===== config.mk =====
export PLATFORM = sky130hd
export DESIGN_NAME = alu_operand_sequencer_flat
export DESIGN_NICKNAME = d
export VERILOG_FILES = /design/src/rtl/alu_seq_pkg.sv /design/src/rtl/alu_operand_sequencer_if.sv /design/src/rtl/button_debounce.sv /design/src/rtl/alu_operand_sequencer.sv /design/src/flat_wrapper.sv
export SDC_FILE = /design/constraint.sdc
export NUM_CORES = 1
export LEC_CHECK = 0
export BUFFER_PORTS_ARGS = -buffer_cell sky130_fd_sc_hd__clkbuf_2
export CAP_MARGIN = 20
export CORE_UTILIZATION = 49
export DETAILED_ROUTE_END_ITERATION = 12
export GPL_ROUTABILITY_DRIVEN = 1
export HOLD_SLACK_MARGIN = 0.1
export MAX_ROUTING_LAYER = met4
export PLACE_DENSITY = 0.78
export REMOVE_ABC_BUFFERS = 1
export SLEW_MARGIN = 20
export SYNTH_ARGS = -nofsm -noshare
export SYNTH_HDL_FRONTEND = slang
export SYNTH_SLANG_ARGS = --single-unit

===== constraint.sdc =====
create_clock -name clk -period 1.9 [get_ports clk]
set_clock_uncertainty 0.1 [all_clocks]
set_input_delay 0.095 -clock clk [delete_from_list [all_inputs] [get_ports clk]]
set_output_delay 0.095 -clock clk [all_outputs]
set_load 0.01 [all_outputs]

===== src/rtl/alu_seq_pkg.sv =====
// Shared types and widths for the ALU front-end sequencer.
// State encodings are visible on state_o, so their values are fixed here.
package alu_seq_pkg;

  localparam int DATA_W = 8;
  localparam int OP_W   = 3;

  typedef enum logic [2:0] {
    ST_GET_A  = 3'd0,
    ST_GET_B  = 3'd1,
    ST_GET_OP = 3'd2,
    ST_EXEC   = 3'd3,
    ST_SHOW   = 3'd4
  } state_e;

endpackage


===== src/rtl/alu_operand_sequencer_if.sv =====
// Operand/result link between the sequencer (master) and the ALU (slave).
// The ALU is combinational, so result and flags track the operands directly.
interface alu_operand_sequencer_if
  import alu_seq_pkg::*;
();

  logic [DATA_W-1:0] alu_a;
  logic [DATA_W-1:0] alu_b;
  logic [OP_W-1:0]   alu_sel;
  logic [DATA_W-1:0] alu_result;
  logic              alu_zero;
  logic              alu_carry;

  modport master (
    output alu_a, alu_b, alu_sel,
    input  alu_result, alu_zero, alu_carry
  );

  modport slave (
    input  alu_a, alu_b, alu_sel,
    output alu_result, alu_zero, alu_carry
  );

endinterface


===== src/rtl/button_debounce.sv =====
// Two-flop synchronizer, stability counter and registered one-cycle pulse
// on each accepted low-to-high transition of a raw push button.
module button_debounce #(
  parameter int DEBOUNCE_CYCLES = 16,
  parameter int CNT_W           = 5
) (
  input  logic clk,
  input  logic rst_n,
  input  logic btn_i,
  output logic pulse_o
);

  logic             sync1_q, sync2_q;
  logic             level_q, level_d;
  logic             level_prev_q;
  logic             pulse_q, pulse_d;
  logic [CNT_W-1:0] cnt_q, cnt_d;

  always_comb begin
    // NOTE: every combinational output gets a default first so no path
    // leaves it unassigned, which would otherwise infer a latch.
    cnt_d   = cnt_q;
    level_d = level_q;
    if (sync2_q == level_q) begin
      cnt_d = '0;
    end else if (cnt_q == CNT_W'(DEBOUNCE_CYCLES - 1)) begin
      level_d = sync2_q;
      cnt_d   = '0;
    end else begin
      cnt_d = cnt_q + 1'b1;
    end
    pulse_d = level_q & ~level_prev_q;
  end

  // NOTE: reset is synchronous, so it lives inside the clocked branch and is
  // not in the sensitivity list; non-blocking assignments keep all flops
  // updating from pre-edge values regardless of statement order.
  always_ff @(posedge clk) begin
    if (!rst_n) begin
      sync1_q      <= 1'b0;
      sync2_q      <= 1'b0;
      level_q      <= 1'b0;
      level_prev_q <= 1'b0;
      pulse_q      <= 1'b0;
      cnt_q        <= '0;
    end else begin
      sync1_q      <= btn_i;
      sync2_q      <= sync1_q;
      level_q      <= level_d;
      level_prev_q <= level_q;
      pulse_q      <= pulse_d;
      cnt_q        <= cnt_d;
    end
  end

  assign pulse_o = pulse_q;

endmodule


===== src/rtl/alu_operand_sequencer.sv =====
// Board-side controller: collects A, B and op from the switches, drives the
// ALU, latches its result and flags, and shows them on the LEDs.
module alu_operand_sequencer
  import alu_seq_pkg::*;
#(
  parameter int DEBOUNCE_CYCLES = 16,
  parameter int CNT_W           = 5
) (
  input  logic                   clk,
  input  logic                   rst_n,
  input  logic                   ena,
  input  logic [DATA_W-1:0]      sw,
  input  logic                   btn_load,
  input  logic                   btn_clear,
  alu_operand_sequencer_if.master alu,
  output logic [DATA_W-1:0]      leds,
  output logic [1:0]             flags,
  output logic                   done,
  output logic [2:0]             state_o
);

  state_e            state_q, state_d;
  logic [DATA_W-1:0] a_q, a_d;
  logic [DATA_W-1:0] b_q, b_d;
  logic [OP_W-1:0]   sel_q, sel_d;
  logic [DATA_W-1:0] leds_q, leds_d;
  logic [1:0]        flags_q, flags_d;
  logic              done_q, done_d;
  logic              clr_sync1_q, clr_sync2_q;
  logic              load_pulse;
  logic              press;

  button_debounce #(
    .DEBOUNCE_CYCLES(DEBOUNCE_CYCLES),
    .CNT_W          (CNT_W)
  ) u_load_debounce (
    .clk    (clk),
    .rst_n  (rst_n),
    .btn_i  (btn_load),
    .pulse_o(load_pulse)
  );

  assign press = load_pulse & ena;

  always_comb begin
    state_d = state_q;
    a_d     = a_q;
    b_d     = b_q;
    sel_d   = sel_q;
    leds_d  = leds_q;
    flags_d = flags_q;
    done_d  = done_q;
    unique case (state_q)
      ST_GET_A: begin
        leds_d = sw;
        if (press) begin
          a_d     = sw;
          state_d = ST_GET_B;
        end
      end
      ST_GET_B: begin
        leds_d = sw;
        if (press) begin
          b_d     = sw;
          state_d = ST_GET_OP;
        end
      end
      ST_GET_OP: begin
        leds_d = sw;
        if (press) begin
          sel_d   = sw[OP_W-1:0];
          state_d = ST_EXEC;
        end
      end
      // Operands were registered last cycle, so the ALU output is settled now.
      ST_EXEC: begin
        leds_d  = alu.alu_result;
        flags_d = {alu.alu_carry, alu.alu_zero};
        done_d  = 1'b1;
        state_d = ST_SHOW;
      end
      ST_SHOW: begin
        if (press) begin
          done_d  = 1'b0;
          state_d = ST_GET_A;
        end
      end
      default: state_d = ST_GET_A;
    endcase
    // Clear is a level and overrides any press or enable in the same cycle.
    if (clr_sync2_q) begin
      state_d = ST_GET_A;
      a_d     = '0;
      b_d     = '0;
      sel_d   = '0;
      flags_d = '0;
      done_d  = 1'b0;
    end
  end

  always_ff @(posedge clk) begin
    if (!rst_n) begin
      state_q     <= ST_GET_A;
      a_q         <= '0;
      b_q         <= '0;
      sel_q       <= '0;
      leds_q      <= '0;
      flags_q     <= '0;
      done_q      <= 1'b0;
      clr_sync1_q <= 1'b0;
      clr_sync2_q <= 1'b0;
    end else begin
      state_q     <= state_d;
      a_q         <= a_d;
      b_q         <= b_d;
      sel_q       <= sel_d;
      leds_q      <= leds_d;
      flags_q     <= flags_d;
      done_q      <= done_d;
      clr_sync1_q <= btn_clear;
      clr_sync2_q <= clr_sync1_q;
    end
  end

  assign alu.alu_a   = a_q;
  assign alu.alu_b   = b_q;
  assign alu.alu_sel = sel_q;
  assign leds        = leds_q;
  assign flags       = flags_q;
  assign done        = done_q;
  assign state_o     = state_q;

endmodule


===== src/flat_wrapper.sv =====
// flat-port wrapper written by rule: the top's interface ports become plain ports
module alu_operand_sequencer_flat import alu_seq_pkg::*;
#(
  parameter int DEBOUNCE_CYCLES = 16,
  parameter int CNT_W           = 5
)
  (clk, rst_n, ena, sw, btn_load, btn_clear, leds, flags, done, state_o, alu_alu_a, alu_alu_b, alu_alu_sel, alu_alu_result, alu_alu_zero, alu_alu_carry);
  alu_operand_sequencer_if alu_i ();
  input  logic clk;
  input  logic rst_n;
  input  logic ena;
  input  logic [DATA_W-1:0] sw;
  input  logic btn_load;
  input  logic btn_clear;
  output logic [DATA_W-1:0] leds;
  output logic [1:0] flags;
  output logic done;
  output logic [2:0] state_o;
  output wire logic [$bits(alu_i.alu_a)-1:0] alu_alu_a;
  output wire logic [$bits(alu_i.alu_b)-1:0] alu_alu_b;
  output wire logic [$bits(alu_i.alu_sel)-1:0] alu_alu_sel;
  input wire logic [$bits(alu_i.alu_result)-1:0] alu_alu_result;
  input wire logic [$bits(alu_i.alu_zero)-1:0] alu_alu_zero;
  input wire logic [$bits(alu_i.alu_carry)-1:0] alu_alu_carry;
  assign alu_alu_a = alu_i.alu_a;
  assign alu_alu_b = alu_i.alu_b;
  assign alu_alu_sel = alu_i.alu_sel;
  assign alu_i.alu_result = alu_alu_result;
  assign alu_i.alu_zero = alu_alu_zero;
  assign alu_i.alu_carry = alu_alu_carry;
  alu_operand_sequencer #(.DEBOUNCE_CYCLES(DEBOUNCE_CYCLES), .CNT_W(CNT_W)) u_core (.clk(clk), .rst_n(rst_n), .ena(ena), .sw(sw), .btn_load(btn_load), .btn_clear(btn_clear), .alu(alu_i), .leds(leds), .flags(flags), .done(done), .state_o(state_o));
endmodule

## Word level (Yosys, flattened, before mapping)

Index checks and enable logic that the tools add are counted.

| operators by class | value |
|---|---|
| add/sub/neg operators | 1 |
| eq/ne operators | 10 |
| bitwise logic cells | 5 |
| reductions and logical operators | 12 |
| muxes and demuxes | 8 |

Operator list:

| operator | number |
|---|---|
| $pmux 8 s2 | 1 |
| $pmux 3 s5 | 1 |
| $mux 3 | 4 |
| $reduce_and 2->1 | 5 |
| $ne 2x1->1 const B | 4 |
| $eq 3x2->1 const B | 2 |
| $reduce_or 3->1 | 2 |
| $add 5x1->5 const B | 1 |
| $eq 5x4->1 const B | 1 |
| $reduce_and 4->1 | 1 |
| $reduce_bool 2->1 | 2 |
| $eq 3x1->1 const B | 1 |
| $eq 3x3->1 const B | 1 |
| $logic_not 3->1 | 1 |
| $not 1->1 | 3 |
| $and 1x1->1 | 2 |
| $pmux 1 s2 | 1 |
| $reduce_or 2->1 | 1 |
| $eq 1x1->1 | 1 |
| $mux 1 | 1 |

| storage, ports and cells | value |
|---|---|
| output and inout port bits | 33 |
| register bits | 45 |

## Longest topological paths before layout

Gate-level depths: netlist of the first run.

| logic depth | value |
|---|---|
| depth after elaboration | 3 |
| depth in mapped cells | 5 |

## Cells and area by module

A second synthesis of the first run with hierarchy kept.

| second synthesis, totals | value |
|---|---|
| cells, all modules | 173 |
| area total of the unflattened synthesis | 1746.7 um^2 |

Modules (own cells, without submodules):

| module | cells each | area each (um^2) | instances |
|---|---|---|---|
| alu_operand_sequencer | 142 | 1403.8 | 1 |
| button_debounce | 31 | 342.8 | 1 |

## Least setup slack after synthesis of the first run

Ideal clock, no wire load.

| timing | value |
|---|---|
| path type | reg-to-reg |
| from | register u_core.u_load_debounce.cnt_q[0] |
| to | register u_core.u_load_debounce.cnt_q[2] |
| clock period less this slack | 1361 ps |
| slack | 539 ps |
| required time | 1735 ps |
| data arrival time | 1196 ps |
| stages on the path, launching flop included | 6 |
| cells stage by stage | dfxtp_1 -> ha_1 -> and3_1 -> ha_1 -> nand3b_1 -> nor2_1 |

| between the ends | value |
|---|---|
| longest elaborated chain between the ends | 2 |

RTL lines:

| element | line | RTL |
|---|---|---|
| start, declared | button_debounce.sv:17 | `logic [CNT_W-1:0] cnt_q, cnt_d;` |
| start signal, assigned | button_debounce.sv:52 | `cnt_q <= cnt_d;` |
| branches (longest 2 deep; another with $add 5x1->5) | - |  |

Parallel ways; which one is timed is not known.
A chain may end at the register's enable or synchronous reset.

## Final worst setup path of the first run

| timing | value |
|---|---|
| from | input rst_n |
| to | register u_core.b_q[6] (netlist: u_core.alu.alu_b[6]) |

| between the ends | value |
|---|---|
| longest elaborated chain between the ends | 2 |

RTL lines:

| element | line | RTL |
|---|---|---|
| start, declared | flat_wrapper.sv:10 | `input logic rst_n;` |
| $not 1->1 (no line) | - |  |
| $reduce_or 2->1 (no line) | - |  |
| end signal, assigned | alu_operand_sequencer.sv:105 | `b_q <= '0;` |
| end signal, assigned | alu_operand_sequencer.sv:115 | `b_q <= b_d;` |
| end, declared | alu_operand_sequencer.sv:24 | `logic [DATA_W-1:0] b_q, b_d;` |

Every way passes these cells.

==> reports/summary.txt, run 1 <==
hold crit path type -> register to register
Rel. slew slack -> 73.67%
post-CTS resize count -> 0
status -> finished clean
Final Hold Fails -> 0
synthesized area per cell -> 10.08 sq um
Total Die Area -> 3739 sq um
Syn-to-layout area delta -> 35.91%
Die Y -> 61.15 um
CTS sink cnt -> 45
Ports -> 56
CP endpoint kind -> register
maximum vdd drop -> 515.8 uV
total track usage -> 21.71%
Leakage -> 1.127 nW
wirelength, routed -> 3777 um
PortBufs -> 55
total of max-cap violations -> 0
Synth cell types -> 28
crit path kind -> input port to register
Period Utilization, post-route -> 79.69%
gpl congestion -> 0.9037
clock slew at the register clock pins of the worst setup and hold paths -> 120 ps
number of antenna violations at the first check in global routing -> 0
number of H-tree levels -> 2
max-slew violations -> 0
commonest non-fill, non-tap cell in the layout -> clkbuf_2
sequential area share after synthesis -> 52.55%
diodes inserted -> 0
Pwr Total -> 1.555 mW
grt total ovfl -> 0
Critical Path Start -> rst_n
CP startpoint kind -> input port
most frequent cells in the layout -> 55 x clkbuf_2, 45 x dfxtp_1, 30 x mux2i_1
1st-iter DRT viols -> 86
chip width -> 61.15 um
routed len/inst -> 12.67 um
crit-path max FO -> 28
HP Start -> u_core.u_load_debounce.level_prev_q
number of buffers created by CTS -> 5
Post-Syn Area -> 1714 sq um
Starting Density -> 51.37%
P per Cell Area -> 667.5 nW/um^2
largest net degree at the start of global routing -> 29
Arrival @ worst endpoint -> 1690 ps
Non-Filler Instances -> 298
worst skew pair latency -> 340 ps
Synth Warn # -> 0
flops & latches, synth -> 45
Final min period -> 1514 ps
via-per-instance ratio -> 4.849
worst slew pin tran -> 393.9 ps
Reg-to-Reg Start -> u_core.u_load_debounce.cnt_q[0]
CTS tree -> yes
TNS Setup -> 0 ps
nets -> 277
WHS -> 311.3 ps
Req. time, crit path -> 2070 ps
vias in the first global route -> 1290
CTS Hold Buffers Added -> 24
Post-CTS Setup Bufs -> 0
Core Area -> 3337 sq um
layout cells sized above 1 -> 28.17%
placed cell count -> 267
Setup-failing EPs final -> 0
CTS Root Buffer Type -> clkbuf_4
Syn Inst Count -> 170
first-pass GRT wire length -> 5547 um
fmax -> 660.5 MHz
# rows -> 21
vias post-DR -> 1445
Fillers -> 271
DRC Markers -> 0
fin util -> 69.82%
unrepaired setup endpoints after global routing -> no
worst-case clock buffer depth -> 2
DR pass1 iterations -> 4
Final HPWL DP -> 2512 um
Final ANT Viol Nets -> 0
-- synthesized netlist by cell type (all sizes together) --
cell type / number / area (sq um)
dfxtp: 45 / 900.9
mux2i: 30 / 300.3
nand2: 28 / 107.6
a21oi: 11 / 55.05
o21ai: 9 / 45.04
nor2: 8 / 30.03
and2: 5 / 31.28
buf: 5 / 33.78
inv: 3 / 11.26
nand2b: 3 / 18.77
nor2b: 3 / 18.77
nor3: 3 / 26.28
and3: 2 / 12.51
clkbuf: 2 / 7.510
ha: 2 / 25.02
nand3: 2 / 10.01
nand3b: 2 / 15.01
xor2: 2 / 17.52
mux2: 1 / 11.26
nand4: 1 / 12.51
nand4b: 1 / 8.760
or3: 1 / 6.260
xnor2: 1 / 8.760
-- power breakdown --
| group | leakage, nW | switching (mW) | internal (mW) |
|---|---|---|---|
| sequential | 0.365 | 0.00763 | 0.957 |
| combinational | 0.732 | 0.0576 | 0.0703 |
| clock | 0.0303 | 0.289 | 0.174 |
-- flip-flops by register name, indices dropped and copies added, names as in the netlist --
name and cells:
u_core.flags 2, u_core.u_load_debounce.sync2_q 1, u_core.state_o 3, u_core.alu.alu_sel 3
u_core.done 1, u_core.alu.alu_a 8, u_core.u_load_debounce.cnt_q 5, u_core.u_load_debounce.pulse_o 1
u_core.leds 8, u_core.alu.alu_b 8, u_core.u_load_debounce.level_q 1, u_core.clr_sync2_q 1
u_core.clr_sync1_q 1, u_core.u_load_debounce.sync1_q 1, u_core.u_load_debounce.level_prev_q 1
-- per-stage QoR --
step / setup WS [ps] / area (sq um)
2_1_floorplan: 178.6 / 1673
3_3_place_gp: 427.8 / 2031
3_5_place_dp: 411.6 / 2031
4_1_cts: 380.6 / 2330
5_1_grt: 279.4 / 2330
6_report: 385.9 / 2330
-- kinds of logic after synthesis --
logic type / Yosys count / synth area share [%]
AOI/OAI and AO/OA: 20 / 5.839
xor gates and xnor gates: 3 / 1.533
DFF: 45 / 52.55
adders and majority gates: 2 / 1.460
muxes: 31 / 18.18
and+or+nand+nor: 59 / 17.37
buffers and inverters: 10 / 3.066
-- metal layers --
metal  wire (um)  GRT usage, %  share of wire (%)
met1        1657         21.97                 44
met2        1926         39.75                 51
met5           0             -                  0
met4          36         9.740               0.95
met3         157         4.622                4.2
-- critical path, cell delays in order --
cell and delay (ps):
dlygate4sd3_1 520, clkbuf_2 270, nor2b_2 190, buf_4 280, nand2_1 140, mux2i_1 190
-- final timing paths --
path	to	slack, ps	cells after the start
min	u_core.u_load_debounce.pulse_o	310	1
max reg2reg	u_core.u_load_debounce.cnt_q[3]	410	5
max	u_core.alu.alu_b[6]	390	6
min reg2reg	u_core.u_load_debounce.pulse_o	310	1
-- cell type report --
class | instances | area (sq um) | area share [%]
well taps | 46 | 57.56 | 2.470
clock inverters | 1 | 7.507 | 0.3222
repair buffers | 82 | 538.0 | 23.09
multi-input cells | 115 | 763.2 | 32.76
flip-flops and latches | 45 | 900.9 | 38.67
inverters | 3 | 11.26 | 0.4834
clock buffers | 6 | 51.30 | 2.202
Power figures use the tool's default switching activity.
==> inputs of run 2 (changes only) <==
Settings changed: ABC_AREA set to 1, CORE_UTILIZATION 49 to 50.
Clock period 1.9 ns to 1.5 ns, I/O delays scaled along.
==> run 2 against run 1 <==
Against the previous run:
- sequential power grew 26%
- worst hold slack lost 34 ps
- first-iteration DRC count grew 58%
- final area grew 10%
- via count grew 25%
- worst setup slack lost 340 ps
- total power grew 51%
- final cell count grew 33%
- count of clock-buffer cells in the layout is the same
- critical path type unchanged
- critical endpoint is now u_core.u_load_debounce.sync1_q
- largest power group unchanged
==> reports/summary.txt, run 2 <==
# rows -> 21
Rel. slew slack -> 77.59%
top post-synthesis cells by area -> dfxtp_1 49%, nor2_1 15%, nand2_1 8.9%
Die Y -> 62.86 um
unrepaired setup endpoints after global routing -> no
HP Start -> u_core.u_load_debounce.level_prev_q
Seq pwr share -> 51.8%
CP startpoint kind -> input port
number of buffers created by CTS -> 5
fin util -> 74.52%
Setup-failing EPs final -> 0
number of antenna violations at the first check in global routing -> 0
Syn-to-layout area delta -> 38.51%
Final min period -> 1459 ps
hold path cells -> 1
CP max stage delay -> 570 ps
most used flip-flop cell after synthesis -> dfxtp_1
Reg area -> 902.1 sq um
clock slew at the register clock pins of the worst setup and hold paths -> 90 ps
Synth Warn # -> 0
most frequent cells in the layout -> 74 x nor2_1, 55 x clkbuf_2, 44 x nand2_1, 44 x dfxtp_1, 42 x inv_1
crit-path max FO -> 15
vias in the first global route -> 1652
Async SR Flop Fraction -> 0%
diodes inserted -> 0
hold crit path type -> register to register
R2R depth -> 9
Req. time, crit path -> 1600 ps
nets -> 375
Synth area leader -> dfxtp_1
Final Hold Fails -> 0
Arrival @ worst endpoint -> 1560 ps
largest net degree at the start of global routing -> 24
Syn Inst Count -> 265
via-per-instance ratio -> 4.542
EDFF count, synth -> 0
worst slew pin tran -> 335.8 ps
flops & latches, synth -> 45
vias post-DR -> 1803
Post-CTS Setup Bufs -> 0
Leakage -> 1.332 nW
Comb pwr share -> 7.5%
1st-iter DRT viols -> 136
Fillers -> 295
most frequent CP cell -> dlygate4sd3_1
Core Area -> 3442 sq um
worst-case clock buffer depth -> 2
CTS Root Buffer Type -> clkbuf_8
PortBufs -> 55
area of the multi-input gates -> 755.7 sq um
Synth cell types -> 19
number of H-tree levels -> 2
commonest non-fill, non-tap cell in the layout -> nor2_1
Final HPWL DP -> 2784 um
worst skew pair latency -> 300 ps
crit path kind -> input port to register
routed len/inst -> 10.87 um
DR pass1 iterations -> 4
R2R setup slack -> 140 ps
CTS tree -> yes
CP top delay family -> buffers and inverters
sequential area share after synthesis -> 48.65%
layout cells sized above 1 -> 23.36%
status -> finished clean
grt total ovfl -> 0
Post-Syn Area -> 1852 sq um
P_int -> 1.846 mW
Reg-to-Reg Start -> u_core.u_load_debounce.cnt_q[0]
total of max-cap violations -> 0
TNS Setup -> 0 ps
chip width -> 62.86 um
max-slew violations -> 0
Buf+Inv Stages, Crit Path -> 5
Pwr Total -> 2.355 mW
CP Cell Sequence -> dlygate4sd3_1, clkbuf_2, buf_6, nand2_1, dlygate4sd3_1, inv_1
P per Cell Area -> 918.2 nW/um^2
switch share -> 21.64%
Total Die Area -> 3951 sq um
fmax -> 685.6 MHz
sink of the worst hold path -> u_core.u_load_debounce.pulse_o
Psw -> 509.5 uW
wirelength, routed -> 4315 um
CP endpoint kind -> register
first-pass GRT wire length -> 7024 um
DRC Markers -> 0
WP depth -> 6
maximum vdd drop -> 781.5 uV
synth cell count leaders -> 76 x nor2_1, 45 x dfxtp_1, 44 x nand2_1
Synth top area share -> 48.65%
Clock power frac -> 40.7%
Final ANT Viol Nets -> 0
Ports -> 56
Starting Density -> 53.80%
count leader, synth -> nor2_1
cell at the slowest stage of the critical path -> dlygate4sd3_1
synthesized area per cell -> 6.988 sq um
Period Utilization, post-route -> 97.23%
Reg2Reg Capture Point -> u_core.u_load_debounce.cnt_q[1]
CTS sink cnt -> 45
gpl congestion -> 0.7987
total track usage -> 23.74%
run 2: cell types whose count changed after synthesis, sizes merged, moves of 5 or more:
cell / delta
a21oi: -7
mux2i: -30
nand3: +12
nand2: +17
nor2: +73
inv: +41
and2: -5
o21ai: +12
run 2: worst max-delay path by stage:
stage | to | from | slack [ps]
after global routing | u_core.u_load_debounce.cnt_q[1] | u_core.u_load_debounce.cnt_q[0] | 4
after floorplan | u_core.flags[0] | u_core.state_o[1] | 110
after detailed placement | u_core.u_load_debounce.cnt_q[1] | u_core.u_load_debounce.cnt_q[0] | -20
final | u_core.u_load_debounce.sync1_q | rst_n | 40
after global placement | u_core.u_load_debounce.cnt_q[0] | u_core.u_load_debounce.cnt_q[0] | 130
after CTS | u_core.u_load_debounce.cnt_q[1] | u_core.u_load_debounce.cnt_q[0] | 20
run 2: through the flow:
step	hold slack [ps]	instance area, sq um	instances	worst slack (ps)
after floorplan	68.45	1807	258	107.7
after detailed placement	165.2	2185	365	-17.04
after global routing	307.9	2565	397	4.021
after CTS	282.3	2550	397	19.14
after global placement	155.8	2185	365	125.7
final	277.8	2565	397	41.49
run 2: cell families after synthesis:
logic type | count (synthesis) | synth area share (%)
xor+xnor | 2 | 0.9461
buf+inv | 51 | 11.35
fa+ha+maj | 2 | 1.351
simple gates | 140 | 30.95
compound gates | 25 | 6.757
flops | 45 | 48.65
run 2: worst register-to-register path, cell delays in order, from the launching register on:
cell	delay [ps]
dfxtp_2	340
ha_2	190
nand2_1	60
nor2_1	40
ha_1	180
inv_1	70
nand2_1	70
nor2_2	110
inv_2	70
nor2_2	90
run 2: power groups by stage:
stage	clock network [mW]	registers [mW]	logic, mW
floorplan	0	1.25	0.0490
global placement	0	1.25	0.119
detailed placement	0	1.25	0.121
CTS	0.960	1.22	0.170
global route	1.03	1.22	0.194
finish	0.958	1.22	0.177
run 2: cell type report:
type | instances | share of cell area [%]
multi-input cells | 169 | 29.46
flip-flops and latches | 45 | 35.17
clock inverters | 2 | 1.463
well taps | 46 | 2.244
inverters | 44 | 6.439
repair buffers | 85 | 22.00
clock buffers | 6 | 3.220
run 2: what timing repair did:
item	in CTS	in global routing
resized for setup	2	5
hold buffers	24	0
endpoints found under the setup margin	1	12
hold endpoints to repair	36	0
pin swaps	0	1
run 2: routing by layer:
layer / up-vias / GRT usage [%] / wire [um]
met4: 0 / 9.884 / 96
met2: 44 / 40.90 / 2110
li1: 964 / - / -
met3: 9 / 5.839 / 168
met1: 786 / 25.93 / 1940
met5: - / - / 0
